<file path="config.mk">
export PLATFORM = sky130hd
export DESIGN_NAME = shift_capture_fifo_flat
export DESIGN_NICKNAME = d
export VERILOG_FILES = /design/src/rtl/shift_capture_fifo_pkg.sv /design/src/rtl/shift_capture_fifo_if.sv /design/src/rtl/shift_capture_fifo_core.sv /design/src/rtl/shift_capture_fifo.sv /design/src/flat_wrapper.sv
export SDC_FILE = /design/constraint.sdc
export NUM_CORES = 1
export LEC_CHECK = 0
export BUFFER_PORTS_ARGS = -buffer_cell sky130_fd_sc_hd__buf_4
export CORE_UTILIZATION = 50
export CTS_BUF_LIST = sky130_fd_sc_hd__clkbuf_8
export CTS_CLUSTER_DIAMETER = 50
export DETAILED_ROUTE_END_ITERATION = 10
export GPL_ROUTABILITY_DRIVEN = 1
export PLACE_DENSITY = 0.8
export SLEW_MARGIN = 20
export SYNTH_ARGS = -nofsm -noshare
export SYNTH_HDL_FRONTEND = slang
export SYNTH_SLANG_ARGS = --single-unit
</file>
<file path="constraint.sdc">
create_clock -name clk -period 3.9 [get_ports clk]
set_input_delay 0.78 -clock clk [delete_from_list [all_inputs] [get_ports clk]]
set_output_delay 0.78 -clock clk [all_outputs]
set_load 0.02 [all_outputs]
</file>
<file path="src/rtl/shift_capture_fifo_pkg.sv">
// Shared definitions for the shift register and its change-capture buffer.
//   SHIFT_WIDTH : default width of the shift register value
//   sel_e       : shift register operation select encoding (also used by benches)
//   ptr_w()     : pointer width for a power-of-two entry count
package shift_pkg;

  localparam int SHIFT_WIDTH = 8;

  typedef enum logic [1:0] {
    SEL_HOLD = 2'd0,
    SEL_LOAD = 2'd1,
    SEL_SHR  = 2'd2,
    SEL_ROR  = 2'd3
  } sel_e;

  // Keep at least one pointer bit so a degenerate depth still elaborates.
  function automatic int ptr_w(input int depth);
    return (depth <= 2) ? 1 : $clog2(depth);
  endfunction

endpackage

</file>
<file path="src/rtl/shift_capture_fifo_if.sv">
// Valid/ready readout stream of the capture buffer.
//   out_valid : buffer non-empty, out_data valid
//   out_data  : oldest captured value
//   out_ready : consumer accepts out_data this cycle
// master = buffer side, slave = consumer side.
interface shift_capture_fifo_if #(
  parameter int WIDTH = shift_pkg::SHIFT_WIDTH
) ();
  logic             out_valid;
  logic [WIDTH-1:0] out_data;
  logic             out_ready;

  modport master (output out_valid, output out_data, input  out_ready);
  modport slave  (input  out_valid, input  out_data, output out_ready);
endinterface

</file>
<file path="src/rtl/shift_capture_fifo_core.sv">
// sync_fifo_core: storage, wrap-around pointers and occupancy level.
//   clk, rst     : clock, async active-low reset (clears storage too)
//   push, wdata  : write request; accepted when not full, or when full
//                  together with a pop of the head
//   pop          : read request; ignored when empty
//   rdata        : storage entry at the read pointer (no bypass)
//   full, empty  : derived from level, not from pointer equality
//   level        : occupancy 0..DEPTH
module sync_fifo_core
  import shift_pkg::*;
#(
  parameter int WIDTH = SHIFT_WIDTH,
  parameter int DEPTH = 4
) (
  input  logic                     clk,
  input  logic                     rst,
  input  logic                     push,
  input  logic [WIDTH-1:0]         wdata,
  input  logic                     pop,
  output logic [WIDTH-1:0]         rdata,
  output logic                     full,
  output logic                     empty,
  output logic [$clog2(DEPTH):0]   level
);

  localparam int PW   = ptr_w(DEPTH);
  localparam int LVLW = $clog2(DEPTH) + 1;

  logic [WIDTH-1:0] mem [DEPTH];
  logic [PW-1:0]    wptr, rptr;
  logic             do_push, do_pop;

  assign empty   = (level == '0);
  assign full    = (level == LVLW'(DEPTH));
  assign do_pop  = pop & ~empty;
  // Full + pop: the write lands in the slot being vacated by the head.
  assign do_push = push & (~full | do_pop);
  assign rdata   = mem[rptr];

  always_ff @(posedge clk or negedge rst) begin
    if (!rst) begin
      for (int i = 0; i < DEPTH; i++) mem[i] <= '0;
    end else if (do_push) begin
      mem[wptr] <= wdata;
    end
  end

  // Power-of-two depth: natural pointer overflow is the modulo wrap.
  always_ff @(posedge clk or negedge rst) begin
    if (!rst) begin
      wptr  <= '0;
      rptr  <= '0;
      level <= '0;
    end else begin
      if (do_push) wptr <= wptr + PW'(1);
      if (do_pop)  rptr <= rptr + PW'(1);
      case ({do_push, do_pop})
        2'b10:   level <= level + LVLW'(1);
        2'b01:   level <= level - LVLW'(1);
        default: level <= level;
      endcase
    end
  end

endmodule

</file>
<file path="src/rtl/shift_capture_fifo.sv">
// shift_capture_fifo: captures every change of the shift register output
// into a small FIFO drained over a valid/ready stream.
//   clk, rst  : clock, async active-low reset
//   en        : capture enable
//   reg_in    : shift register parallel output
//   clr_ovf   : sync clear of overflow/drop_cnt (a same-cycle drop wins)
//   rd        : readout stream (out_valid/out_data/out_ready)
//   level     : FIFO occupancy 0..DEPTH
//   overflow  : sticky, set when a change is dropped
//   drop_cnt  : saturating count of dropped changes
module shift_capture_fifo
  import shift_pkg::*;
#(
  parameter int WIDTH = SHIFT_WIDTH,
  parameter int DEPTH = 4,
  parameter int CNTW  = 8
) (
  input  logic                    clk,
  input  logic                    rst,
  input  logic                    en,
  input  logic [WIDTH-1:0]        reg_in,
  input  logic                    clr_ovf,
  shift_capture_fifo_if.master    rd,
  output logic [$clog2(DEPTH):0]  level,
  output logic                    overflow,
  output logic [CNTW-1:0]         drop_cnt
);

  if (DEPTH < 2 || (DEPTH & (DEPTH - 1)) != 0) begin : g_bad_depth
    $error("shift_capture_fifo: DEPTH must be a power of two >= 2");
  end

  logic [WIDTH-1:0] prev;
  logic             push_req, pop, drop;
  logic             full, empty;

  // prev follows reg_in even while disabled, so enabling capture never
  // compares against a stale value.
  always_ff @(posedge clk or negedge rst) begin
    if (!rst) prev <= '0;
    else      prev <= reg_in;
  end

  assign push_req     = en & (reg_in != prev);
  assign rd.out_valid = ~empty;
  assign pop          = rd.out_valid & rd.out_ready;
  assign drop         = push_req & full & ~pop;

  sync_fifo_core #(
    .WIDTH (WIDTH),
    .DEPTH (DEPTH)
  ) u_core (
    .clk   (clk),
    .rst   (rst),
    .push  (push_req),
    .wdata (reg_in),
    .pop   (pop),
    .rdata (rd.out_data),
    .full  (full),
    .empty (empty),
    .level (level)
  );

  always_ff @(posedge clk or negedge rst) begin
    if (!rst) begin
      overflow <= 1'b0;
      drop_cnt <= '0;
    end else if (drop) begin
      overflow <= 1'b1;
      if (clr_ovf)        drop_cnt <= CNTW'(1);
      else if (~&drop_cnt) drop_cnt <= drop_cnt + CNTW'(1);
    end else if (clr_ovf) begin
      overflow <= 1'b0;
      drop_cnt <= '0;
    end
  end

endmodule

</file>
<file path="src/flat_wrapper.sv">
// flat-port wrapper written by rule: the top's interface ports become plain ports
module shift_capture_fifo_flat import shift_pkg::*;
#(
  parameter int WIDTH = SHIFT_WIDTH,
  parameter int DEPTH = 4,
  parameter int CNTW  = 8
)
  (clk, rst, en, reg_in, clr_ovf, level, overflow, drop_cnt, rd_out_valid, rd_out_data, rd_out_ready);
  shift_capture_fifo_if #(.WIDTH(WIDTH)) rd_i ();
  input  logic clk;
  input  logic rst;
  input  logic en;
  input  logic [WIDTH-1:0] reg_in;
  input  logic clr_ovf;
  output logic [$clog2(DEPTH):0] level;
  output logic overflow;
  output logic [CNTW-1:0] drop_cnt;
  output wire logic [$bits(rd_i.out_valid)-1:0] rd_out_valid;
  output wire logic [$bits(rd_i.out_data)-1:0] rd_out_data;
  input wire logic [$bits(rd_i.out_ready)-1:0] rd_out_ready;
  assign rd_out_valid = rd_i.out_valid;
  assign rd_out_data = rd_i.out_data;
  assign rd_i.out_ready = rd_out_ready;
  shift_capture_fifo #(.WIDTH(WIDTH), .DEPTH(DEPTH), .CNTW(CNTW)) u_core (.clk(clk), .rst(rst), .en(en), .reg_in(reg_in), .clr_ovf(clr_ovf), .rd(rd_i), .level(level), .overflow(overflow), .drop_cnt(drop_cnt));
endmodule
</file>
# --- Yosys cells after proc, flatten, opt, wreduce, memory -nomap -nowiden ---
# Index checks and enable logic that the tools add are counted.
op_classes:
  n_eq_ne: 5
  n_reduce_logical: 6
  order_cmp: 3
  add_sub_neg: 5
  n_bitwise: 12
  mux: 13
ops:
  columns: ["op", "count"]
  rows:
  - ["2-to-1 mux 8 bit", 7]
  - ["bitwise mux 32 bit", 1]
  - ["binary-select mux 8 bit (select 2 bit)", 1]
  - ["demux 8 bit (select 2 bit)", 1]
  - ["adder 8 x 1 -> 8 bit, second input constant", 1]
  - ["inequality test 8 bit", 1]
  - ["AND reduction 8 bit", 1]
  - ["AND 1 bit", 6]
  - [">= comparator 3 bit, second input constant", 2]
  - ["NOT 2 -> 3 bit", 2]
  - ["case mux 3 bit (2 select lines)", 1]
  - ["adder 2 x 1 -> 2 bit, second input constant", 2]
  - ["nonzero test 2 bit", 2]
  - ["adder 3 x 1 -> 3 bit, second input constant", 1]
  - ["== test 3 bit, second input constant", 1]
  - ["zero test 3 bit", 1]
  - ["less-than comparator 3 x 1 -> 1 bit, second input constant", 1]
  - ["NOT 1 bit", 3]
  - ["subtractor 3 x 1 -> 3 bit, second input constant", 1]
  - ["== test 2 x 1 -> 1 bit, second input constant", 1]
  - ["== test 2 bit, second input constant", 1]
  - ["2-to-1 mux 1 bit", 2]
  - ["inequality test 2 bit, second input constant", 1]
  - ["AND reduction 2 bit", 1]
  - ["other kinds (2)", 2]
word_totals:
  regBits: 56
  out_inout_bits: 21
  in_bits: 13
  elab_cells: 54

# --- Longest topological paths before layout ---
depth:
  ltp_word: 8
  mapped_depth: 10
  depth_no_buf: 10

# --- Cells and area by module ---
# A second synthesis with hierarchy kept.
unflattened:
  cells_unflattened: 190
  hier_area_um2: 2625.0
by_module_without_submodules:
  columns: ["module", "area_each_um2", "instances", "seq_area_each_um2", "cells_per_inst"]
  rows:
  - ["sync_fifo_core", 1801.7, 1, 975.9, 115]
  - ["shift_capture_fifo", 823.3, 1, 425.4, 75]

# --- Least setup slack after synthesis ---
# No wires, ideal clock.
synth_path:
  kind: "input-to-reg"
  start: "input port reg_in[2]"
  end: "register u_core.u_core.level[2]"
  t_arrival_ns: 2.972
  n_path_buf: 0
  t_required_ns: 3.820
  setup_time_ns: 0.080
  stages: 10
  setup_slack_ns: 0.848
  cell_sequence: "xor2_1 nor4_1 nand2_2 nand3_1 ha_1 inv_1 fa_1 xor2_1 nor2_1 xor2_1"
synth_between:
  elab_chain_len: 5
  word_cells_on_any_way: 7
  classes_between: "3 x eq/ne; 1 x mux; 2 x bitwise; 1 x reduce/logical"
synth_rtl:
  columns: ["item", "line", "source"]
  rows:
  - ["start: declaration", "flat_wrapper.sv:13", "input logic [WIDTH-1:0] reg_in;"]
  - ["inequality test 8 bit *", "shift_capture_fifo.sv:44", "assign push_req = en & (reg_in != prev);"]
  - ["AND 1 bit *", "shift_capture_fifo.sv:44", null]
  - ["AND 1 bit *", "shift_capture_fifo_core.sv:37", "assign do_push = push & (~full | do_pop);"]
  - ["== test 2 x 1 -> 1 bit or == test 2 bit (tied branches)", "shift_capture_fifo_core.sv:57", "case ({do_push, do_pop})"]
  - ["case mux 3 bit (2 select lines) or nonzero test 2 bit (tied branches)", null, null]
  - ["end signal: assignment", "shift_capture_fifo_core.sv:58", "2'b10: level <= level + LVLW'(1);"]
  - ["end signal: assignment", "shift_capture_fifo_core.sv:59", "2'b01: level <= level - LVLW'(1);"]
  - ["end signal: assignment", "shift_capture_fifo_core.sv:60", "default: level <= level;"]
  - ["end: declaration", "shift_capture_fifo_core.sv:23", "output logic [$clog2(DEPTH):0] level"]
# Every way passes the cells marked *; elsewhere a longest branch is shown, timed or not.
# A chain may end at the register's enable or synchronous reset.

# --- Worst setup path in the final report ---
# Same ends and word-level chain as after synthesis.

==> run summary <==
* status: finished, final reports clean
* cell total after placement: 282
* startpoint types: input pin
* area used by multi-input combinational logic: 1130 um2
* mean cell area of the mapped netlist: 14.1 um2
* Congestion Overflow GR: 0
* portion of synthesized cell area occupied by the leading cell type: 0.539
* clock transition at the registers of the reported paths: 100 ps
* Post-synth EDFFs: 0
* cell class contributing the biggest share of worst-path delay: simple AND/OR/NAND/NOR gates
* Layout Skew: 3.72 ps
* proportion of layout cells with a drive suffix above 1: 0.426
* Synth Instances: 184
* number of antenna-violating nets in the routed design: 0
* full die area: 5490 um2
* initial antenna violation count: 0
* area after detailed placement: 2920 um2
* global-route usage over all layers: 0.204
* Power Total: 2.28 mW
* power density cells: 751 nW/um2
* critical path endpoint category: flop
* CP bufs+invs: 3
* effective utilization at floorplan: 0.536
* Hold Buf Count CTS: 0
* share of cell area taken by muxes after synthesis: 0.216
* worst-path cell chain: buf_4 -> xor2_1 -> nor4_1 -> buf_4 -> nand2_2 -> nand3_1 -> ha_1 -> inv_1 -> fa_1 -> xor2_1 -> nor2_1 -> xor2_1
* xor and xnor fraction of the mapped netlist area: 0.0472
* number of pins exceeding their max-slew limit in the final report: 0
* CTS root buf: clkbuf_8
* complex-gate fraction of the synthesized area: 0.0506
* final std cells w/o fill: 290
* adder and majority cell fraction of the synthesized area: 0.0366
* Critical Path RT: 4140 ps
* Hold Startpoint: u_core.overflow$_DFFE_PN0P_
* Post-CTS Setup Inserts: 0
* first-pass GRT wire length: 8.00 mm
* actual transition at the worst max-transition pin: 693 ps
* slowest cell delay on critical path: 370 ps
* Synth cell types: 37
* number of global-route vias before repair: 1595
* worst reg2reg endpoint: u_core.u_core.level[2]$_DFFE_PN0P_
* maximum number of pins on one net before global-route repair: 57
* WP data arrival: 2970 ps
* final instance area: 3040 um2
* sequential cell area fraction in the yosys report: 0.539
* R2R Setup Slk: 1380 ps
* most frequent CP cell: xor2_1
* end-of-flow core utilization: 0.627
* IR Drop Worst-Case VDD: 0.425 mV
* Max Clk Rate: 366 MHz
* unrepaired setup endpoints after global routing: false
* smallest setup slack after layout: 1170 ps
* placement row count: 25
* headroom to the max-slew limit: 0.538
* sinks on the clock net: 56
* final estimated routing congestion in global placement: 0.765
* clock tree buffer depth: 2
* clock latency of the later-clocked register in the worst-skew pair: 310 ps
* number of filler cells placed in the layout: 376
* Die Wd: 74.1 um
* post-synthesis sequential element count: 56
* WHS Endpoint: u_core.overflow$_DFFE_PN0P_
* dpl hpwl: 3.30 mm
* Mapped Area: 2600 um2
* total negative setup slack: 0 ps
* count leader, synth: dfrtp_1
* DRC violation total after the first TritonRoute iteration: 66
* cells on worst reg2reg path: 8
* number of warning messages in the yosys log: 0
* buffers added on ports: 33
* drc violations: 0
* clock period minus final worst setup slack: 2730 ps
* final worst hold slack: 486 ps
* number of diodes added for antenna fixing: 0
* final hold viol count: 0
* critical path start-end classification: input pin to flop
* basic-gate share of the synthesized area counting and, or, nand and nor cells: 0.0862
* CTS tree: built
* TritonCTS Buffers: 5
* Routed WL: 4.79 mm
* number of vias per cell after detailed routing: 5.43
* crit path max fanout: 8
* leading cell types by total area after synthesis: dfrtp_1 54%, mux2_2 14%, mux4_2 6.9%
* final layout net count: 242
* Synth Net Count: 204
* number of max-cap violations: 0
* most instantiated flip-flop cell in the synthesis netlist: dfrtp_1
* Final Cycle Share: 0.700
* Max stage delay cell, worst path: fa_1
* biggest area consumer among synthesized cells: dfrtp_1
* R2R Path Start: u_core.u_core.level[0]$_DFFE_PN0P_
* via total after detailed routing: 1576
* post-cts gate resize count: 0
* number of levels in the clock H-tree: 2
* Chip Height: 74.1 um
* Core Box Area: 4850 um2
* proportion of register bits with asynchronous set or reset after synthesis: 1.00
* combinational family with the most area after synthesis: multiplexers
* iteration count of the initial detailed-routing pass: 3
* Worst Hold Class: flop to flop
* # setup viols final: 0
* top cells by count, synth: 56 x dfrtp_1, 33 x mux2_2, 11 x xor2_1, 9 x inv_1, 8 x mux4_2
* I/O pins: 34
* area of all sequential standard cells: 1400 um2
* worst hold path cell count: 1
* WL/cell: 16.5 um
* synth-to-layout area growth: 17.0%
* worst slack after detailed placement: 871 ps
* Static Leak: 1.36 nW
==> cells in the final DEF (no fill, tap or decap), drive strengths merged <==
master,instances
a211oi,2
xnor2,3
fa,1
a21oi,5
a41oi,1
nand2,7
a41o,1
bufinv,1
ha,6
dfrtp,56
or4b,1
and4b,1
or3,1
mux2i,1
a31o,2
nand3,4
nand4,5
xor2,11
mux2,33
clkinvlp,1
and4,1
and2,2
o211a,1
buf,36
and3,1
a2111oi,1
nor4,3
or3b,1
nor2,5
a21o,1
nor3,3
inv,10
mux4,8
clkbuf,5
o21ai,2
==> flip-flops by register name (all words and copies together), names as in the netlist <==
| signal | flops |
|---|---|
| u_core.u_core.wptr | 2 |
| u_core.drop_cnt | 8 |
| u_core.u_core.mem | 32 |
| u_core.prev | 8 |
| u_core.overflow | 1 |
| u_core.u_core.rptr | 2 |
| u_core.u_core.level | 3 |
==> report_power, final <==
part,internal [mW],total [mW],switching (mW)
registers,0.798,0.971,0.172
clock network,0.193,0.380,0.186
logic,0.522,0.932,0.411
==> cells by family after synthesis <==
kind of cell | after synthesis
AO/OA/AOI/OAI | 16
XOR/XNOR | 14
adder cells (fa/ha/maj) | 7
buffers and inverters | 14
flip-flops | 56
multiplexers | 42
AND/OR/NAND/NOR | 35
==> cell type report <==
type,instances,share of cell area
inverters,9,0.0111
clock buffers,5,0.0226
repair buffers,36,0.0889
well taps,67,0.0276
flip-flops and latches,56,0.461
clock inverters,3,0.0152
multi-input cells,114,0.373
==> worst max path at each step <==
| stage | endpoint | slack, ps | cells after the start | from |
|---|---|---|---|---|
| 6_report | u_core.u_core.level[2]$_DFFE_PN0P_ | 1170 | 12 | reg_in[2] |
| 5_1_grt | u_core.u_core.level[2]$_DFFE_PN0P_ | 970 | 12 | reg_in[2] |
| 4_1_cts | u_core.u_core.level[2]$_DFFE_PN0P_ | 1200 | 12 | reg_in[2] |
| 3_5_place_dp | u_core.u_core.level[2]$_DFFE_PN0P_ | 870 | 12 | reg_in[2] |
| 3_3_place_gp | u_core.u_core.level[2]$_DFFE_PN0P_ | 900 | 12 | reg_in[2] |
| 2_1_floorplan | u_core.u_core.level[2]$_DFFE_PN0P_ | 850 | 10 | reg_in[2] |
==> routing by layer <==
metal  wire (um)  vias to the layer above  track usage
met5           0                        -            0
met4          55                        0        0.103
met3         166                        4       0.0379
met2        2300                       26        0.311
met1        2260                      800        0.284
li1            -                      746            -
==> worst register-to-register path: stages (launching register included) <==
cell and delay (ps):
dfrtp_1 430, or4b_1 720, nand3_1 240, ha_1 210, inv_1 60, fa_1 370
xor2_1 150, nor2_1 110, xor2_1 160
Power figures use the tool's default switching activity.
